### src/rtl/tile_hit_judge.sv
// Judges debounced key presses against the tile in the hit zone, emitting score and miss strobes.
// Build option: define JUDGE_DEBOUNCE_EN to enable the per-lane key debounce counters.
module tile_hit_judge #(
  parameter int LANES           = 4,
  parameter int DEBOUNCE_CYCLES = 50000,
  parameter int WINDOW_CYCLES   = 12500000,
  parameter int MISS_LIMIT      = 3
) (
  input  logic                            clock,
  input  logic                            resetn,
  input  logic                            startn,
  input  logic [LANES-1:0]                keys,
  input  logic                            tile_arrive,
  input  logic [LANES-1:0]                tile_lane,
  output logic                            increment,
  output logic                            miss,
  output logic [$clog2(MISS_LIMIT+1)-1:0] miss_count,
  output logic                            game_over,
  output logic [LANES-1:0]                lane_led
);
  localparam int MCW = $clog2(MISS_LIMIT + 1);
  localparam int WCW = (WINDOW_CYCLES > 1) ? $clog2(WINDOW_CYCLES) : 1;
  localparam logic [MCW-1:0] LIMIT    = MCW'(MISS_LIMIT);
  localparam logic [WCW-1:0] WIN_LOAD = WCW'(WINDOW_CYCLES - 1);
`ifdef JUDGE_DEBOUNCE_EN
  localparam int DCW = (DEBOUNCE_CYCLES > 1) ? $clog2(DEBOUNCE_CYCLES + 1) : 1;
  localparam logic [DCW-1:0] DB_LAST = DCW'(DEBOUNCE_CYCLES - 1);
`endif

  typedef enum logic [2:0] {
    S_IDLE, S_WAIT_TILE, S_WINDOW, S_HOLD, S_OVER
  } state_e;

  logic [LANES-1:0] sync1_q, sync2_q;
  logic [LANES-1:0] pressed, pressed_prev_q, press_p, rel_p;

  // Keys idle high, so synchronisers reset to the released level.
  always_ff @(posedge clock or negedge resetn) begin
    if (!resetn) begin
      sync1_q        <= '1;
      sync2_q        <= '1;
      pressed_prev_q <= '0;
    end else begin
      sync1_q        <= keys;
      sync2_q        <= sync1_q;
      pressed_prev_q <= pressed;
    end
  end

  genvar gi;
  generate
    for (gi = 0; gi < LANES; gi++) begin : g_lane
`ifdef JUDGE_DEBOUNCE_EN
      logic [DCW-1:0] db_cnt_q;
      logic           db_lvl_q;
      // Count only while the synced level disagrees with the accepted one; any flip back restarts.
      always_ff @(posedge clock or negedge resetn) begin
        if (!resetn) begin
          db_cnt_q <= '0;
          db_lvl_q <= 1'b0;
        end else if (~sync2_q[gi] != db_lvl_q) begin
          if (db_cnt_q == DB_LAST) begin
            db_cnt_q <= '0;
            db_lvl_q <= ~sync2_q[gi];
          end else begin
            db_cnt_q <= db_cnt_q + 1'b1;
          end
        end else begin
          db_cnt_q <= '0;
        end
      end
      assign pressed[gi] = db_lvl_q;
`else
      assign pressed[gi] = ~sync2_q[gi];
`endif
    end
  endgenerate

  assign press_p = pressed & ~pressed_prev_q;
  assign rel_p   = ~pressed & pressed_prev_q;

  state_e           state_q, state_d;
  logic [LANES-1:0] lane_q, lane_d;
  logic [WCW-1:0]   win_cnt_q, win_cnt_d;
  logic [MCW-1:0]   miss_cnt_q, miss_cnt_d;
  logic             inc_q, inc_d, miss_q, miss_d;
  logic [MCW-1:0]   miss_cnt_inc;
  logic             limit_hit;
  logic             good_press;

  always_ff @(posedge clock or negedge resetn) begin
    if (!resetn) begin
      state_q    <= S_IDLE;
      lane_q     <= '0;
      win_cnt_q  <= '0;
      miss_cnt_q <= '0;
      inc_q      <= 1'b0;
      miss_q     <= 1'b0;
    end else begin
      state_q    <= state_d;
      lane_q     <= lane_d;
      win_cnt_q  <= win_cnt_d;
      miss_cnt_q <= miss_cnt_d;
      inc_q      <= inc_d;
      miss_q     <= miss_d;
    end
  end

  assign miss_cnt_inc = (miss_cnt_q == LIMIT) ? miss_cnt_q : miss_cnt_q + 1'b1;
  assign limit_hit    = (miss_cnt_inc == LIMIT);
  // Scores only a single-lane press on the latched lane with no other key held down.
  assign good_press   = (press_p == lane_q) && $onehot(press_p) && ((pressed & ~lane_q) == '0);

  always_comb begin
    state_d    = state_q;
    lane_d     = lane_q;
    win_cnt_d  = win_cnt_q;
    miss_cnt_d = miss_cnt_q;
    inc_d      = 1'b0;
    miss_d     = 1'b0;
    case (state_q)
      S_IDLE: begin
        if (!startn) begin
          state_d    = S_WAIT_TILE;
          miss_cnt_d = '0;
        end
      end
      S_WAIT_TILE: begin
        if (!startn) begin
          miss_cnt_d = '0;
        end else if (tile_arrive) begin
          lane_d    = tile_lane;
          win_cnt_d = WIN_LOAD;
          state_d   = S_WINDOW;
        end
      end
      S_WINDOW: begin
        if (!startn) begin
          state_d    = S_WAIT_TILE;
          miss_cnt_d = '0;
        end else if (tile_arrive) begin
          miss_d     = 1'b1;
          miss_cnt_d = miss_cnt_inc;
          lane_d     = tile_lane;
          win_cnt_d  = WIN_LOAD;
          state_d    = limit_hit ? S_OVER : S_WINDOW;
        end else if (good_press) begin
          inc_d   = 1'b1;
          state_d = S_HOLD;
        end else if ((|press_p) || (win_cnt_q == '0)) begin
          miss_d     = 1'b1;
          miss_cnt_d = miss_cnt_inc;
          state_d    = limit_hit ? S_OVER : S_WAIT_TILE;
        end else begin
          win_cnt_d = win_cnt_q - 1'b1;
        end
      end
      S_HOLD: begin
        if (!startn) begin
          state_d    = S_WAIT_TILE;
          miss_cnt_d = '0;
        end else if ((rel_p & lane_q) != '0) begin
          inc_d   = 1'b1;
          state_d = S_WAIT_TILE;
        end else if (tile_arrive) begin
          inc_d     = 1'b1;
          lane_d    = tile_lane;
          win_cnt_d = WIN_LOAD;
          state_d   = S_WINDOW;
        end
      end
      S_OVER: begin
        if (!startn) begin
          state_d    = S_IDLE;
          miss_cnt_d = '0;
        end
      end
      default: state_d = S_IDLE;
    endcase
  end

  always_comb begin
    game_over = (state_q == S_OVER);
    lane_led  = ((state_q == S_WINDOW) || (state_q == S_HOLD)) ? lane_q : '0;
  end

  assign increment  = inc_q;
  assign miss       = miss_q;
  assign miss_count = miss_cnt_q;

endmodule
### config.mk
export PLATFORM = sky130hd
export DESIGN_NAME = tile_hit_judge
export DESIGN_NICKNAME = d
export VERILOG_FILES = /design/src/rtl/tile_hit_judge.sv
export SDC_FILE = /design/constraint.sdc
export NUM_CORES = 1
export LEC_CHECK = 0
export ABC_AREA = 1
export CORE_MARGIN = 10
export CORE_UTILIZATION = 50
export CTS_CLUSTER_DIAMETER = 40
export CTS_CLUSTER_SIZE = 28
export DETAILED_ROUTE_END_ITERATION = 12
export HOLD_SLACK_MARGIN = 0.03
export PLACE_DENSITY = 0.71
export SLEW_MARGIN = 5
export SYNTH_ARGS = -nofsm -noshare
export SYNTH_HDL_FRONTEND = slang
export SYNTH_SLANG_ARGS = --single-unit
export TNS_END_PERCENT = 50
### constraint.sdc
create_clock -name clock -period 3.4 [get_ports clock]
set_input_delay 0.34 -clock clock [delete_from_list [all_inputs] [get_ports clock]]
set_output_delay 0.34 -clock clock [all_outputs]
set_load 0.02 [all_outputs]
After elaboration in Yosys (flattened, before gate mapping). Cells that the tools add are included.

Add/subtract/negate cells: 5. Equality and inequality tests: 21. Mux-type cells: 47. Bitwise gates (word level): 11. Reduce and logical (&&, ||, !) cells: 18.

Operator list (number): $mux 24 (8); $pmux 24 s3 (1); $mux 3 (12); $logic_not 24->1 (1); $sub 24x1->24 const B (1); $mux 4 (5); $and 4x4->4 (4); $pmux 3 s5 (1); $ne 2x2->1 const B (7); $mux 2 (6); $not 4->4 (3); $reduce_and 4->1 (3); $mux 1 (11); $ne 4x4->1 const B (2); $pmux 4 s2 (1); $reduce_or 4->1 (2); $reduce_and 7->1 (1); $eq 3x1->1 const B (2); $eq 3x2->1 const B (2); $ne 3x3->1 const B (2); $ne 5x5->1 const B (1); $add 1x1->2 (2); $eq 2x2->1 const B (2); $eq 4x4->1 (1); other kinds (15) (21).

Bits in registers: 47. Input bits: 12. Output and inout bits: 9.

Depth between registers and ports, before layout. Gate-level depths: netlist (run 1).

Depth after elaboration: 11. Mapped depth: 14.

Least setup slack after synthesis (run 1). Ideal clock, no wire load.

Path type: reg2reg. From: reg sync2_q[0]. To: reg win_cnt_q[0]. Arrival time: 2.457 ns. Required time: 3.281 ns. Slack: 0.824 ns. Cell stages (with the launch flop): 14. Clock period less this slack: 2.576 ns. Cell sequence: dfstp_2 > nor2_1 > fa_1 > ha_1 > ha_1 > nor3b_1 > nand2_1 > nor2_1 > nand3_2 > nand2_2 > nor2_4 > buf_4 > o21ai_1 > nand2_1.

Word-level cells in the longest chain between the ends: 9. Elaborated cells on any way between the ends: 20. Classes of those cells: add/sub (2); eq/ne (5); bitwise (6); reduce/logical (7).

RTL lines: from (decl) (RTL line 34) `logic [LANES-1:0] sync1_q, sync2_q;`; from (signal assigned) (RTL line 45) `sync2_q <= sync1_q;`; $not 1->1 * (RTL line 74) `assign pressed[gi] = ~sync2_q[gi];`; $and 4x4->4 (RTL line 79) `assign press_p = pressed & ~pressed_prev_q;`; $add 1x1->2 (not written as such) (RTL line 112) `assign good_press = (press_p == lane_q) && $onehot(press_p) && ((pressed & ~lane_q) == '0);`; $add 2x2->3 (not written as such) (RTL line 112); $eq 3x1->1 (RTL line 112); $logic_and 1x1->1 (2 in series) (RTL line 112); $ne 3x3->1 (no source line); $reduce_and 7->1 (no source line) *; to (signal assigned) (RTL line 102) `win_cnt_q <= win_cnt_d;`; to (decl) (RTL line 84) `logic [WCW-1:0] win_cnt_q, win_cnt_d;`.

Every way passes the cells marked *; elsewhere a longest branch is shown, timed or not. A chain may end at the register's enable or synchronous reset.

Worst setup path in the final report (run 1).
From: reg sync2_q[0]. To: reg win_cnt_q[9].

The elaborated chain is that of the path after synthesis.

==> out/metrics.yaml, run 1 <==
finish:
  diodes: 0
  num-nets-final: 453
  seq_area_um2: 1190
  final_area_um2: 3220
  drive_above_1_share_pct: 7.78
  num-fill-cells: 529
  syn2layout_area_growth_pct: 12.4
  multi_input_area_um2: 1430
  post-route-util_pct: 58.1
  stdcell_count: 509
synth:
  ys_ff_latch: 47
  synth_area_leaders: "dfrtp_1 34%, nand2_1 16%, nor2_1 9.0%, dfstp_2 7.3%, nand3_1 6.3%"
  avgSynthCellArea_um2: 6.87
  postSynthCellCount: 417
  synth_edf_count: 0
  synth.distinct_cells: 29
  syn_area_um2: 2860
  synth_top_area_share_pct: 34.1
  synth_flop_cell: "dfrtp_1"
  synth-seq-area-share_pct: 41.4
  ys_warn_count: 0
  synth_top_area_cell: "dfrtp_1"
  synth_fp_nets: 434
  async_reset_ff_share_pct: 100
  yosysMostFrequentCell: "nand2_1"
  synth_common_cells: "122 x nand2_1, 69 x nor2_1, 46 x inv_1"
worst_setup_path:
  crit_end: "win_cnt_q[9]"
  crit_cells: 12
  path_buf_inv: 0
  start_kind: "register"
  arrival_ns: 3.31
  cp_top_family: "simple AND/OR/NAND/NOR gates"
  critPathMaxStageDelay_ns: 0.82
  rr_startpoint: "sync2_q[0]"
  critPathLaunch: "sync2_q[0]"
  worstRegToRegCells: 12
  crit_type: "register to register"
  r2r_slack_ns: 0.32
  cp_max_fo: 25
  regToRegEndpoint: "win_cnt_q[9]"
  path_cells: "nor2_1, fa_1, ha_1, ha_1, nor3b_1, nand2_1, nor2_1, nand3_2, nand2_2, nor2_2, nand2_1, o21ai_1"
  cpMaxStageDelayCell: "nor2_2"
  critical_path_required_ns: 3.63
  end_kind: "register"
grt:
  met3_usage_pct: 3.46
  grtUsageMet1_pct: 20.6
  grt_max_degree: 52
  use_met2_pct: 24.5
  overflow: 0
  gr-max-usage-layer: "met2"
  antenna_found_initial: 0
  grt_pass1_wl_mm: 11.5
  gr-usage-all-layers_pct: 15.4
  grt_pass1_vias: 2566
power_and_ir_drop:
  powerDensity_nw_per_um2: 735
  total_power_mw: 2.36
  irDropWorstVdd_mv: 0.355
  power.leakage_nw: 1.53
timing:
  finalSetupTns_ns: 0
  max_freq_mhz: 325
  worst_slack_ns: 0.324
  rsz0062_at_grt: "no"
  final_hold_viol_count: 0
  final.setup_skew_ns: 0.00776
  whs_ns: 0.219
  setup_viol: 0
  maxSlewViolCount: 0
  fin_crit_ns: 3.08
  relSlewSlack_pct: 30.3
  timing.final.crit_share_pct: 90.5
  worst_slew_pin_slew_ns: 1.04
clock_network:
  cts_resized: 0
  postCtsHoldBufs: 0
  cts_tree: "done"
  cts_buffer_depth: 2
  clkTransAtPathRegs_ns: 0.09
  clk-insertion-delay-late_ns: 0.30
  cts-htree-levels: 2
  clock_sinks: 47
  root_buffer: "clkbuf_8"
  post_cts_buffers: 0
  numCtsBuffers: 5
route:
  wl_mm: 6.80
  wl_per_cell_um: 13.4
  via_per_inst: 5.37
  vias: 2731
  ant_nets: 0
  drt_iter0_markers: 162
  remaining_drc_errors: 0
  dr.pass1.iters: 4
run:
  max-cap-violations: 0
floorplanning:
  io-pin-count: 21
  num_rows: 27
  die_x_um: 95.7
  die_h_um: 95.7
  dieArea_um2: 9150
  start_util_pct: 51.7
  core_um2: 5540
placement:
  place_area_um2: 3090
  globalplace.congestion: 0.878
  hpwl_mm: 4.71
  place_inst: 500
  portBuffers: 20
  place_ws_ns: 0.151
hold_path:
  hp-class: "primary input to async pin"
outcome:
  outcome: "finished clean"
worst min path at each step:
stage | to | slack (ns) | depth (start not counted)
2_1_floorplan | increment | 0.04 | 0
3_3_place_gp | sync2_q[1] | 0.35 | 0
3_5_place_dp | sync2_q[1] | 0.35 | 0
4_1_cts | win_cnt_q[11] | 0.27 | 1
5_1_grt | win_cnt_q[3] | 0.31 | 1
6_report | win_cnt_q[6] | 0.22 | 1
placed cells by master (no fill, tap or decap):
cell,netlist,final
a211oi_1,1,1
a21oi_1,4,4
a31oi_1,2,2
buf_2,1,1
bufinv_16,0,1
clkbuf_8,0,6
clkdlybuf4s50_1,0,19
clkinv_2,0,1
dfrtp_1,39,39
dfstp_2,8,8
fa_1,1,1
ha_1,4,4
inv_1,46,46
inv_2,7,7
nand2_1,122,122
nand2_2,1,1
nand2_4,2,2
nand3_1,36,36
nand3_2,1,1
nand3b_1,2,2
nand4_1,21,21
nor2_1,69,69
nor2_2,2,3
nor2_4,2,2
nor3_1,2,2
nor3b_1,2,2
o21ai_0,11,11
o21ai_1,22,22
or2_2,1,1
flip-flops by register name, summed over array words and instances (netlist names):
name            flops
increment           1
lane_q              4
miss                1
miss_count          2
pressed_prev_q      4
state_q             3
sync1_q             4
sync2_q             4
win_cnt_q          24
per-layer routing:
metal	share of wire (%)	vias up
met5	0	-
met4	1.0	0
met3	5.8	10
met2	46	70
met1	47	1269
li1	-	1382
layout make-up:
class                   instances  area share [%]
clock buffers                   6            2.57
clock inverters                 2            1.09
inverters                      53            6.18
multi-input cells             309            44.4
flip-flops and latches         47            36.9
well taps                      72            2.80
repair buffers                 20            6.07
cell families after synthesis:
| logic type | count (synthesis) | synth area share (%) |
|---|---|---|
| compound gates | 40 | 7.17 |
| flops | 47 | 41.4 |
| fa+ha+maj | 5 | 2.45 |
| buf+inv | 62 | 8.83 |
| simple gates | 263 | 40.1 |
report_power, final:
part | switching, mW | internal, mW
Combinational | 0.717 | 0.341
Clock | 0.193 | 0.238
Sequential | 0.154 | 0.720
Power figures use the tool's default switching activity.
==> run 2, diff against run 1 <==
- CAP_MARGIN: default -> 20
- CORE_ASPECT_RATIO: default -> 1.75
==> run 2 against run 1 <==
Maximum frequency about the same. Sequential share of layout area fell by 0.31 points. Worst setup slack barely moved. Largest cell class unchanged.
==> out/metrics.yaml, run 2 (synthesized netlist as in run 1, its figures left out) <==
floorplanning:
  dieArea_um2: 9270
  core_um2: 5590
  num_rows: 36
  start_util_pct: 51.3
  die_x_um: 77.2
  io-pin-count: 21
  die_h_um: 120
placement:
  portBuffers: 20
  place_area_um2: 3100
  hpwl_mm: 5.13
  globalplace.congestion: 0.914
finish:
  num-fill-cells: 578
  syn2layout_area_growth_pct: 13.4
  diodes: 0
  largest_register_ffs: 24
  num-nets-final: 455
  mostFrequentLayoutCell: "nand2_1"
  regMostFlops: "win_cnt_q"
  final_cell_mix: "122 x nand2_1, 69 x nor2_1, 46 x inv_1"
  final_area_um2: 3250
  drive_above_1_share_pct: 7.74
timing:
  fin_crit_ns: 3.08
  whs_ns: 0.359
  relSlewSlack_pct: 25.4
  setup_viol: 0
  timing.final.crit_share_pct: 90.4
  worst_slew_pin_slew_ns: 1.12
  maxSlewViolCount: 0
  final.setup_skew_ns: 0.0152
  max_freq_mhz: 325
  rsz0062_at_grt: "no"
  final_hold_viol_count: 0
  finalSetupTns_ns: 0
run:
  max-cap-violations: 0
outcome:
  outcome: "finished clean"
route:
  wl_mm: 7.19
  dr.pass1.iters: 4
  ant_nets: 0
  remaining_drc_errors: 0
  vias: 2762
  wl_per_cell_um: 14.0
  drt_iter0_markers: 175
  via_per_inst: 5.36
grt:
  grt_pass1_wl_mm: 11.9
  overflow: 0
  grt_pass1_vias: 2775
  gr-usage-all-layers_pct: 15.6
  grt_max_degree: 52
  antenna_found_initial: 0
worst_setup_path:
  crit_type: "register to register"
  r2r_slack_ns: 0.32
  worstRegToRegCells: 12
  cp_max_fo: 25
  regToRegEndpoint: "win_cnt_q[12]"
  arrival_ns: 3.32
  start_kind: "register"
  critical_path_required_ns: 3.64
  rr_startpoint: "sync2_q[0]"
  end_kind: "register"
  critPathLaunch: "sync2_q[0]"
clock_network:
  numCtsBuffers: 5
  clk-insertion-delay-late_ns: 0.32
  root_buffer: "clkbuf_8"
  cts-htree-levels: 2
  clock_sinks: 47
  post_cts_buffers: 0
  clkTransAtPathRegs_ns: 0.08
  cts_tree: "done"
  cts_buffer_depth: 2
power_and_ir_drop:
  total_power_mw: 2.36
  powerDensity_nw_per_um2: 728
  irDropWorstVdd_mv: 0.574
  power.leakage_nw: 1.53
hold_path:
  hold_path_depth: 0
  hp-start: "sync1_q[3]"
  hp-class: "register to register"
  hold_end: "sync2_q[3]"
[run 2: layer usage]
layer  global-route usage (%)  vias up  wire length, um
met3                     2.91       27              258
li1                         -     1388                -
met2                     28.7       59             3780
met4                     10.1        0              343
met5                        0        -                0
met1                     15.3     1288             2810
[run 2: layout make-up]
type                    count  area [um^2]  share of cell area (%)
multi-input cells         309         1430                    44.1
clock buffers               6         72.6                    2.24
flip-flops and latches     47         1190                    36.5
clock inverters             2         37.5                    1.16
inverters                  53          199                    6.13
well taps                  76         95.1                    2.93
repair buffers             22          225                    6.94
[run 2: report_power, final]
group	internal, mW	switching (mW)	leakage [nW]
combinational	0.344	0.727	0.912
clock	0.219	0.197	0.0514
sequential	0.720	0.156	0.566
[run 2: worst max-delay path: stages, from the launching register on]
cell     delay, ns
dfstp_2       0.55
nor2_1        0.08
fa_1          0.48
ha_1          0.20
ha_1          0.27
nor3b_1       0.04
nand2_1       0.05
nor2_1        0.06
nand3_2       0.10
nand2_2       0.10
nor2_2        0.87
nand2_1       0.10
o21ai_1       0.11
[run 2: through the flow]
stage,setup WS [ns],instances,utilization [%]
after floorplan,0.824,417,-
after global placement,0.253,504,55.5
after detailed placement,0.174,504,55.5
after CTS,0.178,512,57.5
after global routing,0.109,515,58.1
final,0.325,515,58.1
[run 2: worst max path at each step]
stage | slack [ns] | to | cells past startpoint
6_report | 0.32 | win_cnt_q[12] | 12
5_1_grt | 0.11 | win_cnt_q[23] | 12
4_1_cts | 0.18 | lane_q[0] | 13
3_5_place_dp | 0.17 | lane_q[1] | 13
3_3_place_gp | 0.25 | lane_q[3] | 13
2_1_floorplan | 0.82 | win_cnt_q[0] | 13
[run 2: repair_timing]
item | CTS | global route
setup endpoints to repair | 0 | 4
resized for setup | 0 | 0
endpoints found under the hold margin | 0 | 13
hold buffers | 0 | 1
==> run 3, diff against run 2 <==
- CAP_MARGIN: 20 -> 5
==> run 3 against run 2 <==
Clock power is essentially flat. Maximum frequency grew 0.97%. Global-route usage is the same. Largest cell class unchanged.
==> out/metrics.yaml, run 3 (synthesized netlist as in run 1, its figures left out) <==
outcome:
  outcome: "finished clean"
timing:
  finalSetupTns_ns: 0
  fin_crit_ns: 3.05
  max_freq_mhz: 328
  timing.final.crit_share_pct: 89.6
  relSlewSlack_pct: 28.0
  worst_slack_ns: 0.354
  final_hold_viol_count: 0
  final.setup_skew_ns: 0.0162
  setup_viol: 0
  maxSlewViolCount: 0
  worst_slew_pin_slew_ns: 1.08
  rsz0062_at_grt: "no"
worst_setup_path:
  critPathMaxStageDelay_ns: 0.84
  path_cells: "nor2_1, fa_1, ha_1, ha_1, nor3b_1, nand2_1, nor2_1, nand3_2, nand2_2, nor2_2, nand2_1, o21ai_1"
  end_kind: "register"
  arrival_ns: 3.29
  cp_top_family: "simple AND/OR/NAND/NOR gates"
  rr_startpoint: "sync2_q[0]"
  crit_type: "register to register"
  r2r_slack_ns: 0.35
  critical_path_required_ns: 3.64
  cpMaxStageDelayCell: "nor2_2"
  start_kind: "register"
  path_buf_inv: 0
  critPathLaunch: "sync2_q[0]"
  cp_max_fo: 25
placement:
  hpwl_mm: 5.13
  place_ws_ns: 0.174
  place_area_um2: 3100
  portBuffers: 20
  globalplace.congestion: 0.914
clock_network:
  root_buffer: "clkbuf_8"
  post_cts_buffers: 0
  postCtsHoldBufs: 0
  cts_buffer_depth: 2
  clock_sinks: 47
  cts-htree-levels: 2
  clk-insertion-delay-late_ns: 0.32
  clkTransAtPathRegs_ns: 0.10
  cts_tree: "done"
  cts_resized: 0
  numCtsBuffers: 5
finish:
  regMostFlops: "win_cnt_q"
  mostFrequentLayoutCell: "nand2_1"
  diodes: 0
  final_area_um2: 3220
  drive_above_1_share_pct: 7.55
  num-nets-final: 453
  num-fill-cells: 581
  largest_register_ffs: 24
  syn2layout_area_growth_pct: 12.3
  final_cell_mix: "122 x nand2_1, 69 x nor2_1, 46 x inv_1"
floorplanning:
  io-pin-count: 21
  die_x_um: 77.2
  start_util_pct: 51.3
  dieArea_um2: 9270
  core_um2: 5590
  num_rows: 36
  die_h_um: 120
power_and_ir_drop:
  powerDensity_nw_per_um2: 733
  total_power_mw: 2.36
  irDropWorstVdd_mv: 0.574
  power.leakage_nw: 1.52
grt:
  grt_pass1_wl_mm: 11.9
  overflow: 0
  grt_max_degree: 52
  antenna_found_initial: 0
  grt_pass1_vias: 2775
  gr-usage-all-layers_pct: 15.6
hold_path:
  hp-class: "primary input to async pin"
route:
  drt_iter0_markers: 162
  dr.pass1.iters: 4
  ant_nets: 0
  via_per_inst: 5.35
  wl_mm: 7.16
  remaining_drc_errors: 0
  wl_per_cell_um: 14.0
  vias: 2744
run:
  max-cap-violations: 0
run 3: cell count changes in the layout (fill, tap and decap cells not counted), sizes merged:
cell / previous run / this run
dlygate4sd3: 1 / 0
buf: 2 / 1
run 3: path summary, 6_finish.rpt:
path | end | cells after the start
min in group clock | sync2_q[3] | 0
setup / recovery | win_cnt_q[12] | 12
setup reg to reg | win_cnt_q[12] | 12
hold / removal | win_cnt_q[15] | 1
hold reg to reg | sync2_q[3] | 0
max in group asynchronous | pressed_prev_q[3] | 1
run 3: through the flow:
step | std cells | hold slack, ns | util (%)
finish | 513 | 0.211 | 57.6
global route | 513 | 0.280 | 57.6
CTS | 512 | 0.241 | 57.5
detailed placement | 504 | 0.347 | 55.5
global placement | 504 | 0.347 | 55.5
floorplan | 417 | 0.0444 | -
run 3: layout make-up:
type,count,area [um^2],area share [%]
timing repair buffer,20,195,6.07
tap,76,95.1,2.96
inverter,53,199,6.19
clock buffer,6,72.6,2.26
clock inverter,2,37.5,1.17
multi-input combinational,309,1430,44.5
sequential,47,1190,36.9
run 3: routing by layer:
layer | GRT usage, % | wire [um]
met5 | 0 | 0
met4 | 10.1 | 265
met3 | 2.91 | 261
met2 | 28.7 | 3880
met1 | 15.3 | 2750
run 3: power breakdown:
group / total, mW / switching, mW / internal [mW] / leakage, nW
Clock: 0.417 / 0.198 / 0.219 / 0.0514
Combinational: 1.07 / 0.725 / 0.341 / 0.899
Sequential: 0.874 / 0.154 / 0.720 / 0.566
